**src/rtl/ch9350_keytx.sv**
```systemverilog
// rtl/ch9350_keytx.sv - ASCII to CH9350 keyboard frame UART transmitter (optional CH9350_KEYTX_CHECKSUM_EN)
module ch9350_keytx #(
    parameter int CLKS_PER_BIT = 312,
    parameter int GAP_BITS     = 10
) (
    input  logic       i_clk,
    input  logic       i_rst,
    input  logic [7:0] i_data,
    input  logic       i_data_valid,
    output logic       o_data_ready,
    output logic       o_txd,
    output logic       o_busy,
    output logic       o_unmapped
);

    localparam int GAP_CYCLES = GAP_BITS * CLKS_PER_BIT;
    localparam int CNT_W      = (CLKS_PER_BIT > 1) ? $clog2(CLKS_PER_BIT) : 1;
    localparam int GAP_W      = (GAP_CYCLES > 1) ? $clog2(GAP_CYCLES) : 1;
    localparam logic [CNT_W-1:0] CNT_MAX = CNT_W'(CLKS_PER_BIT - 1);
    localparam logic [GAP_W-1:0] GAP_MAX = GAP_W'(GAP_CYCLES - 1);
`ifdef CH9350_KEYTX_CHECKSUM_EN
    localparam logic [3:0] LAST_BYTE = 4'd11;
`else
    localparam logic [3:0] LAST_BYTE = 4'd10;
`endif

    typedef enum logic [2:0] {
        S_IDLE,
        S_LOAD,
        S_SEND,
        S_GAP,
        S_DONE
    } state_t;

    state_t           r_state;
    logic [7:0]       r_char;
    logic [7:0]       r_mod;
    logic [7:0]       r_usage;
    logic [3:0]       r_byte_idx;
    logic [3:0]       r_bit_idx;
    logic [CNT_W-1:0] r_cnt;
    logic [GAP_W-1:0] r_gap;
    logic             r_release;
    logic             r_txd;
    logic             r_busy;
    logic             r_ready;
    logic             r_unmapped;

    logic             w_map_ok;
    logic [7:0]       w_map_mod;
    logic [7:0]       w_map_usage;
    logic [7:0]       w_byte;
    logic [2:0]       w_sel;
    logic             w_bit;

    // Translate the latched character into HID modifier and usage codes
    always_comb begin
        w_map_ok    = 1'b1;
        w_map_mod   = 8'h00;
        w_map_usage = 8'h00;
        if (r_char >= 8'h61 && r_char <= 8'h7A) begin
            w_map_usage = r_char - 8'h5D;
        end else if (r_char >= 8'h41 && r_char <= 8'h5A) begin
            w_map_usage = r_char - 8'h3D;
            w_map_mod   = 8'h02;
        end else if (r_char >= 8'h31 && r_char <= 8'h39) begin
            w_map_usage = r_char - 8'h13;
        end else begin
            case (r_char)
                8'h30:   w_map_usage = 8'h27;
                8'h0D:   w_map_usage = 8'h28;
                8'h1B:   w_map_usage = 8'h29;
                8'h08:   w_map_usage = 8'h2A;
                8'h09:   w_map_usage = 8'h2B;
                8'h20:   w_map_usage = 8'h2C;
                default: w_map_ok    = 1'b0;
            endcase
        end
    end

    // Select the frame byte currently on the wire and the bit within its 10-bit UART word
    always_comb begin
        w_byte = 8'h00;
        case (r_byte_idx)
            4'd0:    w_byte = 8'h57;
            4'd1:    w_byte = 8'hAB;
            4'd2:    w_byte = 8'h01;
            4'd3:    w_byte = r_mod;
            4'd5:    w_byte = r_usage;
`ifdef CH9350_KEYTX_CHECKSUM_EN
            4'd11:   w_byte = r_mod + r_usage;
`endif
            default: w_byte = 8'h00;
        endcase
        w_sel = r_bit_idx[2:0] - 3'd1;
        if (r_bit_idx == 4'd0) begin
            w_bit = 1'b0;
        end else if (r_bit_idx == 4'd9) begin
            w_bit = 1'b1;
        end else begin
            w_bit = w_byte[w_sel];
        end
    end

    // Keystroke sequencer: press frame, idle gap, release frame, with registered line outputs
    always_ff @(posedge i_clk) begin
        if (i_rst) begin
            r_state    <= S_IDLE;
            r_char     <= 8'h00;
            r_mod      <= 8'h00;
            r_usage    <= 8'h00;
            r_byte_idx <= 4'd0;
            r_bit_idx  <= 4'd0;
            r_cnt      <= '0;
            r_gap      <= '0;
            r_release  <= 1'b0;
            r_txd      <= 1'b1;
            r_busy     <= 1'b0;
            r_ready    <= 1'b0;
            r_unmapped <= 1'b0;
        end else begin
            r_unmapped <= 1'b0;
            case (r_state)
                S_IDLE: begin
                    r_txd <= 1'b1;
                    if (i_data_valid && r_ready) begin
                        r_char  <= i_data;
                        r_ready <= 1'b0;
                        r_busy  <= 1'b1;
                        r_state <= S_LOAD;
                    end else begin
                        r_ready <= 1'b1;
                    end
                end
                S_LOAD: begin
                    if (!w_map_ok) begin
                        r_unmapped <= 1'b1;
                        r_busy     <= 1'b0;
                        r_ready    <= 1'b1;
                        r_state    <= S_IDLE;
                    end else begin
                        r_mod      <= w_map_mod;
                        r_usage    <= w_map_usage;
                        r_byte_idx <= 4'd0;
                        r_bit_idx  <= 4'd0;
                        r_cnt      <= '0;
                        r_release  <= 1'b0;
                        r_state    <= S_SEND;
                    end
                end
                S_SEND: begin
                    r_txd <= w_bit;
                    if (r_cnt == CNT_MAX) begin
                        r_cnt <= '0;
                        if (r_bit_idx == 4'd9) begin
                            r_bit_idx <= 4'd0;
                            if (r_byte_idx == LAST_BYTE) begin
                                r_byte_idx <= 4'd0;
                                if (!r_release) begin
                                    r_mod   <= 8'h00;
                                    r_usage <= 8'h00;
                                    r_gap   <= '0;
                                    r_state <= S_GAP;
                                end else begin
                                    r_state <= S_DONE;
                                end
                            end else begin
                                r_byte_idx <= r_byte_idx + 4'd1;
                            end
                        end else begin
                            r_bit_idx <= r_bit_idx + 4'd1;
                        end
                    end else begin
                        r_cnt <= r_cnt + 1'b1;
                    end
                end
                S_GAP: begin
                    r_txd <= 1'b1;
                    if (r_gap == GAP_MAX) begin
                        r_release <= 1'b1;
                        r_state   <= S_SEND;
                    end else begin
                        r_gap <= r_gap + 1'b1;
                    end
                end
                S_DONE: begin
                    r_txd   <= 1'b1;
                    r_busy  <= 1'b0;
                    r_ready <= 1'b1;
                    r_state <= S_IDLE;
                end
                default: begin
                    r_txd   <= 1'b1;
                    r_busy  <= 1'b0;
                    r_state <= S_IDLE;
                end
            endcase
        end
    end

    assign o_txd        = r_txd;
    assign o_busy       = r_busy;
    assign o_data_ready = r_ready;
    assign o_unmapped   = r_unmapped;

endmodule
```
**config.mk**
```make
export PLATFORM = sky130hd
export DESIGN_NAME = ch9350_keytx
export DESIGN_NICKNAME = d
export VERILOG_FILES = /design/src/rtl/ch9350_keytx.sv
export SDC_FILE = /design/constraint.sdc
export NUM_CORES = 1
export LEC_CHECK = 0
export BUFFER_PORTS_ARGS = -buffer_cell sky130_fd_sc_hd__buf_2
export CAP_MARGIN = 20
export CORE_MARGIN = 2
export CORE_UTILIZATION = 60
export CTS_CLUSTER_SIZE = 28
export DETAILED_ROUTE_END_ITERATION = 10
export PLACE_DENSITY_LB_ADDON = 0.1
export SLEW_MARGIN = 20
export SYNTH_ARGS = -nofsm -noshare
export SYNTH_HDL_FRONTEND = slang
export SYNTH_SLANG_ARGS = --single-unit
export TNS_END_PERCENT = 30
```
**constraint.sdc**
```tcl
create_clock -name i_clk -period 5.3 [get_ports i_clk]
set_input_delay 0.265 -clock i_clk [delete_from_list [all_inputs] [get_ports i_clk]]
set_output_delay 0.265 -clock i_clk [all_outputs]
set_load 0.1 [all_outputs]
```
==> qor.json, run 1 <==
{
  "synth.largest_area_cell": "sky130_fd_sc_hd__dfxtp_1",
  "tritoncts_clock_tree": "yes",
  "core_area_sq_mm": 0.00547,
  "layout_commonest_cell": "sky130_fd_sc_hd__dfxtp_1",
  "max_stage_delay_ps": 800,
  "synth_simple_gate_area_share_pct": 28.3,
  "clk_pin_slew_worst_paths_ps": 100,
  "ys_seq_area_share_pct": 32.0,
  "first_iter_violations": 203,
  "timing.final.max_slew_violations": 0,
  "fin_crit_ps": 3360,
  "met3WireLength_um": 249,
  "antenna_cells_inserted": 0,
  "post-route-drc-count": 0,
  "gp_congestion": 0.911,
  "initial_utilization_pct": 61.7,
  "synth-edff-count": 0,
  "dieWidth_um": 79.0,
  "hpwl_mm": 5.25,
  "num_io_pins": 15,
  "synthCells": 409,
  "maximum_number_of_pins_on_one_net_before_global_route_repair": 47,
  "num_vias": 2972,
  "end_kind": "register",
  "detail_route.wirelength.met1_mm": 3.72,
  "cts_sinks": 54,
  "mux_cell_area_share_after_synthesis_pct": 4.19,
  "setup_repair_after_global_routing_missed_its_margin": "no",
  "global_route_wire_length_before_repair_mm": 12.7,
  "antenna_found_initial": 0,
  "ant_nets": 0,
  "syn-mean-instance-area_sq_um": 8.26,
  "clock_tree.buffer_depth": 2,
  "rows": 27,
  "synth_top_cells_by_area": "sky130_fd_sc_hd__dfxtp_1, sky130_fd_sc_hd__nor2_1, sky130_fd_sc_hd__a21oi_1",
  "placement.io_buffers": 14,
  "path_cells": "inv_1 -> ha_1 -> or4b_4 -> o2111ai_2 -> a21bo_2 -> o21ai_2 -> nand2_1 -> a311oi_1",
  "crit_start": "r_char[1]$_SDFFE_PP0P_",
  "hp-class": "input pin to register",
  "worstHoldStart": "i_data[1]",
  "reg2reg_from": "r_char[1]$_SDFFE_PP0P_",
  "critical_path.slowest_cell": "sky130_fd_sc_hd__o21ai_2",
  "combinational_family_with_the_most_area_after_synthesis": "simple AND/OR/NAND/NOR gates",
  "cellPowerDensity_mw_per_mm2": 220,
  "cts_hold_buffers": 0,
  "postPlaceCellArea_sq_mm": 0.00341,
  "maxCapViolCount": 0,
  "design.final.nets": 428,
  "tightestPinTransition_ps": 1050,
  "die_height_um": 79.0,
  "final_layout_size_suffix_gt1_share_pct": 13.5,
  "synth_adder_area_share_pct": 3.70,
  "yosys_register_bits": 54,
  "clock.fmax_mhz": 298,
  "fin_skew_ps": 11.2,
  "average_vias_per_placed_instance": 6.20,
  "synth_xor_area_share_pct": 3.63,
  "synth_compound_gate_area_share_pct": 23.1,
  "vdd.ir_drop.worst_v": 0.000152,
  "global_route.overflow_total": 0,
  "wl_mm": 7.50,
  "stdcell_area_sq_mm": 0.00350,
  "grtUsageTotal_pct": 25.2,
  "power_mw": 0.770,
  "critical_path_peak_fanout": 21,
  "number_of_global_route_vias_before_repair": 2663,
  "clk_root_buffer_cell": "sky130_fd_sc_hd__clkbuf_8",
  "detailedRoute.firstPassIterationCount": 4,
  "finalSetupTns_ps": 0,
  "synth_async_sr_flop_share_pct": 0,
  "final_cell_mix": "sky130_fd_sc_hd__dfxtp_1, sky130_fd_sc_hd__nor2_1, sky130_fd_sc_hd__nand2_1, sky130_fd_sc_hd__a21oi_1, sky130_fd_sc_hd__nand3_1",
  "worst_slew_margin_rel_pct": 30.0,
  "cts_repair_resize_count": 0,
  "cts_setup_buffers": 0,
  "leakage_nw": 1.17,
  "arrival_ps": 3590,
  "syn2layout_area_growth_pct": 3.48,
  "htree_levels": 2,
  "worstSkewPairLatency_ps": 320,
  "wl_per_cell_um": 15.7,
  "synth_area_sq_mm": 0.00338,
  "detailroute.wirelength.met2_mm": 3.45,
  "die_area_sq_mm": 0.00625,
  "timing.setup.critical_path_class": "register to register",
  "cts_buffers": 5,
  "synth.lib_cells_used.distinct": 65,
  "outcome": "finished clean",
  "yosys.area.top_type_share_pct": 32.0,
  "worst_ep_required_time_ps": 5530,
  "synthesis.yosys.warnings": 0,
  "top_signal_layer_used": "met4",
  "final_min_period_over_clock_period_pct": 63.4,
  "ys_dominant_reg_cell": "sky130_fd_sc_hd__dfxtp_1",
  "synth_fp_nets": 430,
  "final-setup-viol-count": 0,
  "hold_viol": 0,
  "crit_path_start_kind": "register"
}
-- area by class of cell --
class	instances	area [sq um]
flip-flops and latches	54	1080
repair buffers	15	77.6
clock buffers	5	68.8
inverters	11	41.3
multi-input cells	320	2120
well taps	72	90.1
clock inverters	2	13.8
fillers	515	1980
-- logic make-up (layout without fill, tap and decap cells) --
family	count (synthesis)	after routing
compound gates	103	103
xor+xnor	14	14
fa+ha+maj	10	10
buf+inv	35	33
flops	54	54
mux	14	14
simple gates	179	179
-- routing by layer --
metal  track usage (%)  vias to the layer above
li1                  -                     1505
met1              35.1                     1397
met2              40.3                       63
met3              3.30                        7
met4              8.62                        0
met5                 0                        -
-- cells in the mapped netlist, drive strengths merged, types with 3 or more instances --
cell type  instances
or4b               4
mux2i             13
o211ai             6
a2111oi            6
or3                4
buf               10
nand2b             7
nand3             28
o31ai              5
or2                3
nor2b              3
and3               9
dfxtp             54
a21oi             33
a31oi             10
nor3              17
a311oi             8
nand2             33
nor4               4
nor2              51
a211oi             6
inv               11
clkbuf            14
xnor2             12
nor3b              5
o21ai             14
ha                10
-- state kept, by name, summed over array words and instances, names as in the netlist --
| name | flops |
|---|---|
| o_txd | 1 |
| r_release | 1 |
| r_mod | 1 |
| o_data_ready | 1 |
| o_unmapped | 1 |
| r_char | 8 |
| o_busy | 1 |
| r_usage | 8 |
| r_bit_idx | 4 |
| r_byte_idx | 4 |
| r_state | 3 |
| r_cnt | 9 |
| r_gap | 12 |
-- per-stage QoR --
| step | setup WS, ps | cells | utilization, % | hold slack, ps |
|---|---|---|---|---|
| 4_1_cts | 1930 | 479 | 63.9 | 174 |
| 5_1_grt | 1680 | 479 | 63.9 | 183 |
| 3_5_place_dp | 1940 | 472 | 62.4 | 463 |
| 3_3_place_gp | 2100 | 472 | 62.4 | 453 |
| 6_report | 1940 | 479 | 63.9 | 177 |
| 2_1_floorplan | 2940 | 409 | - | 412 |
-- final timing paths --
check,to,slack (ps),depth (start not counted)
max,r_cnt[5]$_SDFFE_PP0P_,1940,8
min,r_char[1]$_SDFFE_PP0P_,180,3
max reg2reg,r_cnt[5]$_SDFFE_PP0P_,1940,8
min reg2reg,r_usage[3]$_SDFFE_PP0P_,480,2
-- where the power goes --
group	total, mW	internal, mW	leakage (nW)	switching (mW)
Clock	0.233	0.0917	0.0444	0.141
Sequential	0.428	0.413	0.436	0.0155
Combinational	0.109	0.0391	0.688	0.0700
Total	0.770	0.544	1.17	0.227
-- worst max-delay path, delay by kind of cell, from the launching register on --
kind | cells | cell delay (ps)
AND/OR/NAND/NOR | 2 | 790
AO/OA/AOI/OAI | 4 | 1580
buffers and inverters | 1 | 130
adder cells (fa/ha/maj) | 1 | 270
flip-flops | 1 | 480
No activity file was read; power rests on OpenSTA's default activity.
==> run 2, diff against run 1 <==
Settings changed: CORE_UTILIZATION 60 to 56.
Clock period 5.3 ns to 2.8 ns, I/O delays scaled along.
==> qor.json, run 2 (same netlist as run 1, synthesis figures left out) <==
{
  "initial_utilization": {"value": 57.4, "unit": "%", "change": "was 61.7%"},
  "power.switching_fraction": {"value": 28.5, "unit": "%", "change": "was 29.4%"},
  "worst_slew_margin_rel": {"value": 59.8, "unit": "%", "change": "was 30.0%"},
  "critical_path_peak_fanout": {"value": 11, "change": "was 21"},
  "number_of_global_route_vias_before_repair": {"value": 2667, "change": "was 2663"},
  "syn2layout_area_growth": {"value": 5.96, "unit": "%", "change": "was 3.48%"},
  "placement.io_buffers": {"value": 14, "change": "unchanged"},
  "final_layout_size_suffix_gt1_share": {"value": 15.6, "unit": "%", "change": "was 13.5%"},
  "htree_levels": {"value": 2, "change": "unchanged"},
  "worst_ep_required_time": {"value": 3030, "unit": "ps", "change": "was 5530 ps"},
  "tritoncts_clock_tree": {"value": "yes", "change": "unchanged"},
  "outcome": {"value": "finished clean", "change": "unchanged"},
  "seqPwrFrac": {"value": 55.7, "unit": "%", "change": "was 55.6%"},
  "core_area": {"value": 0.00589, "unit": "sq mm", "change": "was 0.00547 sq mm"},
  "layout_commonest_cell": {"value": "sky130_fd_sc_hd__dfxtp_1", "change": "unchanged"},
  "finalSetupTns": {"value": 0, "unit": "ps", "change": "unchanged"},
  "ant_nets": {"value": 0, "change": "unchanged"},
  "antenna_found_initial": {"value": 0, "change": "unchanged"},
  "global_route.overflow_total": {"value": 0, "change": "unchanged"},
  "wl_per_cell": {"value": 15.1, "unit": "um", "change": "was 15.7 um"},
  "rows": {"value": 28, "change": "was 27"},
  "cts_sinks": {"value": 54, "change": "unchanged"},
  "wl": {"value": 7.46, "unit": "mm", "change": "was 7.50 mm"},
  "max_stage_delay": {"value": 520, "unit": "ps", "change": "was 800 ps"},
  "clk_root_buffer_cell": {"value": "sky130_fd_sc_hd__clkbuf_8", "change": "unchanged"},
  "die_area": {"value": 0.00667, "unit": "sq mm", "change": "was 0.00625 sq mm"},
  "gp_congestion": {"value": 0.958, "change": "was 0.911"},
  "largest_register_ffs": {"value": 12, "change": "unchanged"},
  "clock.fmax": {"value": 379, "unit": "MHz", "change": "was 298 MHz"},
  "arrival": {"value": 2870, "unit": "ps", "change": "was 3590 ps"},
  "hold_viol": {"value": 0, "change": "unchanged"},
  "detailedRoute.firstPassIterationCount": {"value": 5, "change": "was 4"},
  "clkPwrFrac": {"value": 29.2, "unit": "%", "change": "was 30.2%"},
  "average_vias_per_placed_instance": {"value": 5.99, "change": "was 6.20"},
  "final_min_period_over_clock_period": {"value": 94.2, "unit": "%", "change": "was 63.4%"},
  "cellPowerDensity": {"value": 404, "unit": "mW/mm^2", "change": "was 220 mW/mm^2"},
  "grtUsageTotal": {"value": 23.9, "unit": "%", "change": "was 25.2%"},
  "num_vias": {"value": 2953, "change": "was 2972"},
  "largest-register": {"value": "r_gap", "change": "unchanged"},
  "setup_repair_after_global_routing_missed_its_margin": {"value": "no", "change": "unchanged"},
  "design.final.nets": {"value": 439, "change": "was 428"},
  "cts_repair_resize_count": {"value": 0, "change": "unchanged"},
  "path_cells": {"value": "inv_1 -> ha_1 -> or4b_4 -> o2111ai_2 -> a21bo_2 -> o21ai_2 -> buf_4 -> nand2_2 -> a311oi_2", "change": "was inv_1 -> ha_1 -> or4b_4 -> o2111ai_2 -> a21bo_2 -> o21ai_2 -> nand2_1 -> a311oi_1"},
  "timing.final.max_slew_violations": {"value": 0, "change": "unchanged"},
  "fin_crit": {"value": 2640, "unit": "ps", "change": "was 3360 ps"},
  "post-route-drc-count": {"value": 0, "change": "unchanged"},
  "cts_buffers": {"value": 5, "change": "unchanged"},
  "cts_hold_buffers": {"value": 0, "change": "unchanged"},
  "tightestPinTransition": {"value": 603, "unit": "ps", "change": "was 1050 ps"},
  "hpwl": {"value": 5.41, "unit": "mm", "change": "was 5.25 mm"},
  "power_report.internal_total": {"value": 1.04, "unit": "mW", "change": "was 0.544 mW"},
  "first_iter_violations": {"value": 180, "change": "was 203"},
  "dieWidth": {"value": 81.7, "unit": "um", "change": "was 79.0 um"},
  "power_switching": {"value": 0.412, "unit": "mW", "change": "was 0.227 mW"},
  "global_route_wire_length_before_repair": {"value": 12.6, "unit": "mm", "change": "was 12.7 mm"},
  "fin_skew": {"value": 10.6, "unit": "ps", "change": "was 11.2 ps"},
  "end_kind": {"value": "register", "change": "unchanged"},
  "clk_pin_slew_worst_paths": {"value": 100, "unit": "ps", "change": "about the same"},
  "final.setup.worst_slack": {"value": 162, "unit": "ps", "change": "was 1940 ps"},
  "critical_path.slowest_cell": {"value": "sky130_fd_sc_hd__or4b_4", "change": "was sky130_fd_sc_hd__o21ai_2"},
  "num_io_pins": {"value": 15, "change": "unchanged"},
  "antenna_cells_inserted": {"value": 0, "change": "unchanged"},
  "clock_tree.buffer_depth": {"value": 2, "change": "unchanged"},
  "final-setup-viol-count": {"value": 0, "change": "unchanged"},
  "final_cell_mix": {"value": "sky130_fd_sc_hd__dfxtp_1, sky130_fd_sc_hd__nor2_1, sky130_fd_sc_hd__nand2_1, sky130_fd_sc_hd__a21oi_1, sky130_fd_sc_hd__nand3_1", "change": "unchanged"},
  "largestRegisters": {"value": "r_gap (12), r_cnt (9)", "change": "unchanged"},
  "worstSkewPairLatency": {"value": 310, "unit": "ps", "change": "was 320 ps"},
  "maximum_number_of_pins_on_one_net_before_global_route_repair": {"value": 32, "change": "was 47"},
  "timing.setup.critical_path_class": {"value": "register to register", "change": "unchanged"},
  "comb_power_share": {"value": 15.1, "unit": "%", "change": "was 14.2%"},
  "crit_path_start_kind": {"value": "register", "change": "unchanged"},
  "dpl_worst_slack": {"value": 199, "unit": "ps", "change": "was 1940 ps"},
  "cts_setup_buffers": {"value": 0, "change": "unchanged"},
  "maxCapViolCount": {"value": 0, "change": "unchanged"},
  "vdd.ir_drop.worst": {"value": 0.000301, "unit": "V", "change": "was 0.000152 V"},
  "leakage": {"value": 1.22, "unit": "nW", "change": "was 1.17 nW"},
  "hp-class": {"value": "input pin to register", "change": "unchanged"},
  "die_height": {"value": 81.7, "unit": "um", "change": "was 79.0 um"}
}
[run 2: cell count changes in the layout (fill, tap and decap cells not counted), sizes merged]
cell      delta
inv          -1
clkbuf       +1
buf         +11
clkinv       -1
clkinvlp     +1
[run 2: area by class of cell]
| cell class | instances | area (sq um) |
|---|---|---|
| Clock buffer | 6 | 72.6 |
| Clock inverter | 1 | 7.51 |
| Fill cell | 534 | 2310 |
| Inverter | 11 | 41.3 |
| Multi-Input combinational cell | 320 | 2120 |
| Sequential cell | 54 | 1080 |
| Tap cell | 75 | 93.8 |
| Timing Repair Buffer | 26 | 160 |
[run 2: power by group through the flow]
stage	registers [mW]	clock network (mW)	logic [mW]
2_1_floorplan	0.834	0	0.156
3_3_place_gp	0.823	0	0.215
3_5_place_dp	0.824	0	0.216
4_1_cts	0.806	0.437	0.218
5_1_grt	0.810	0.456	0.239
6_report	0.806	0.422	0.219
[run 2: path summary, 6_finish.rpt]
path | startpoint | endpoint | slack (ps) | depth (start not counted)
max | r_char[0]$_SDFFE_PP0P_ | r_byte_idx[3]$_SDFFE_PP0P_ | 160 | 9
max reg2reg | r_char[0]$_SDFFE_PP0P_ | r_byte_idx[3]$_SDFFE_PP0P_ | 160 | 9
min reg2reg | r_usage[3]$_SDFFE_PP0P_ | r_usage[3]$_SDFFE_PP0P_ | 470 | 2
min | i_data[2] | r_char[2]$_SDFFE_PP0P_ | 70 | 3
[run 2: metal layers]
layer	track usage [%]	vias to the layer above	wire (um)
met1	33.7	1377	3720
li1	-	1510	-
met3	3.30	6	242
met4	5.83	0	82
met5	0	-	0
met2	38.9	60	3410
[run 2: critical path: cells and delay by family (launching register included)]
family	cells	cell delay [ps]
AOI/OAI and AO/OA	4	870
and+or+nand+nor	2	600
DFF	1	390
buffers and inverters	2	380
adders and majority gates	1	320
[run 2: per-stage QoR]
step	utilization, %	hold slack (ps)	total power, mW	std cells	instance area, sq um
CTS	60.8	60.8	1.46	493	3580
detailed placement	59.5	383	1.04	486	3500
floorplan	-	287	0.990	409	3380
finish	60.8	66.0	1.45	493	3580
global route	60.8	81.7	1.50	493	3580
global placement	59.5	374	1.04	486	3500
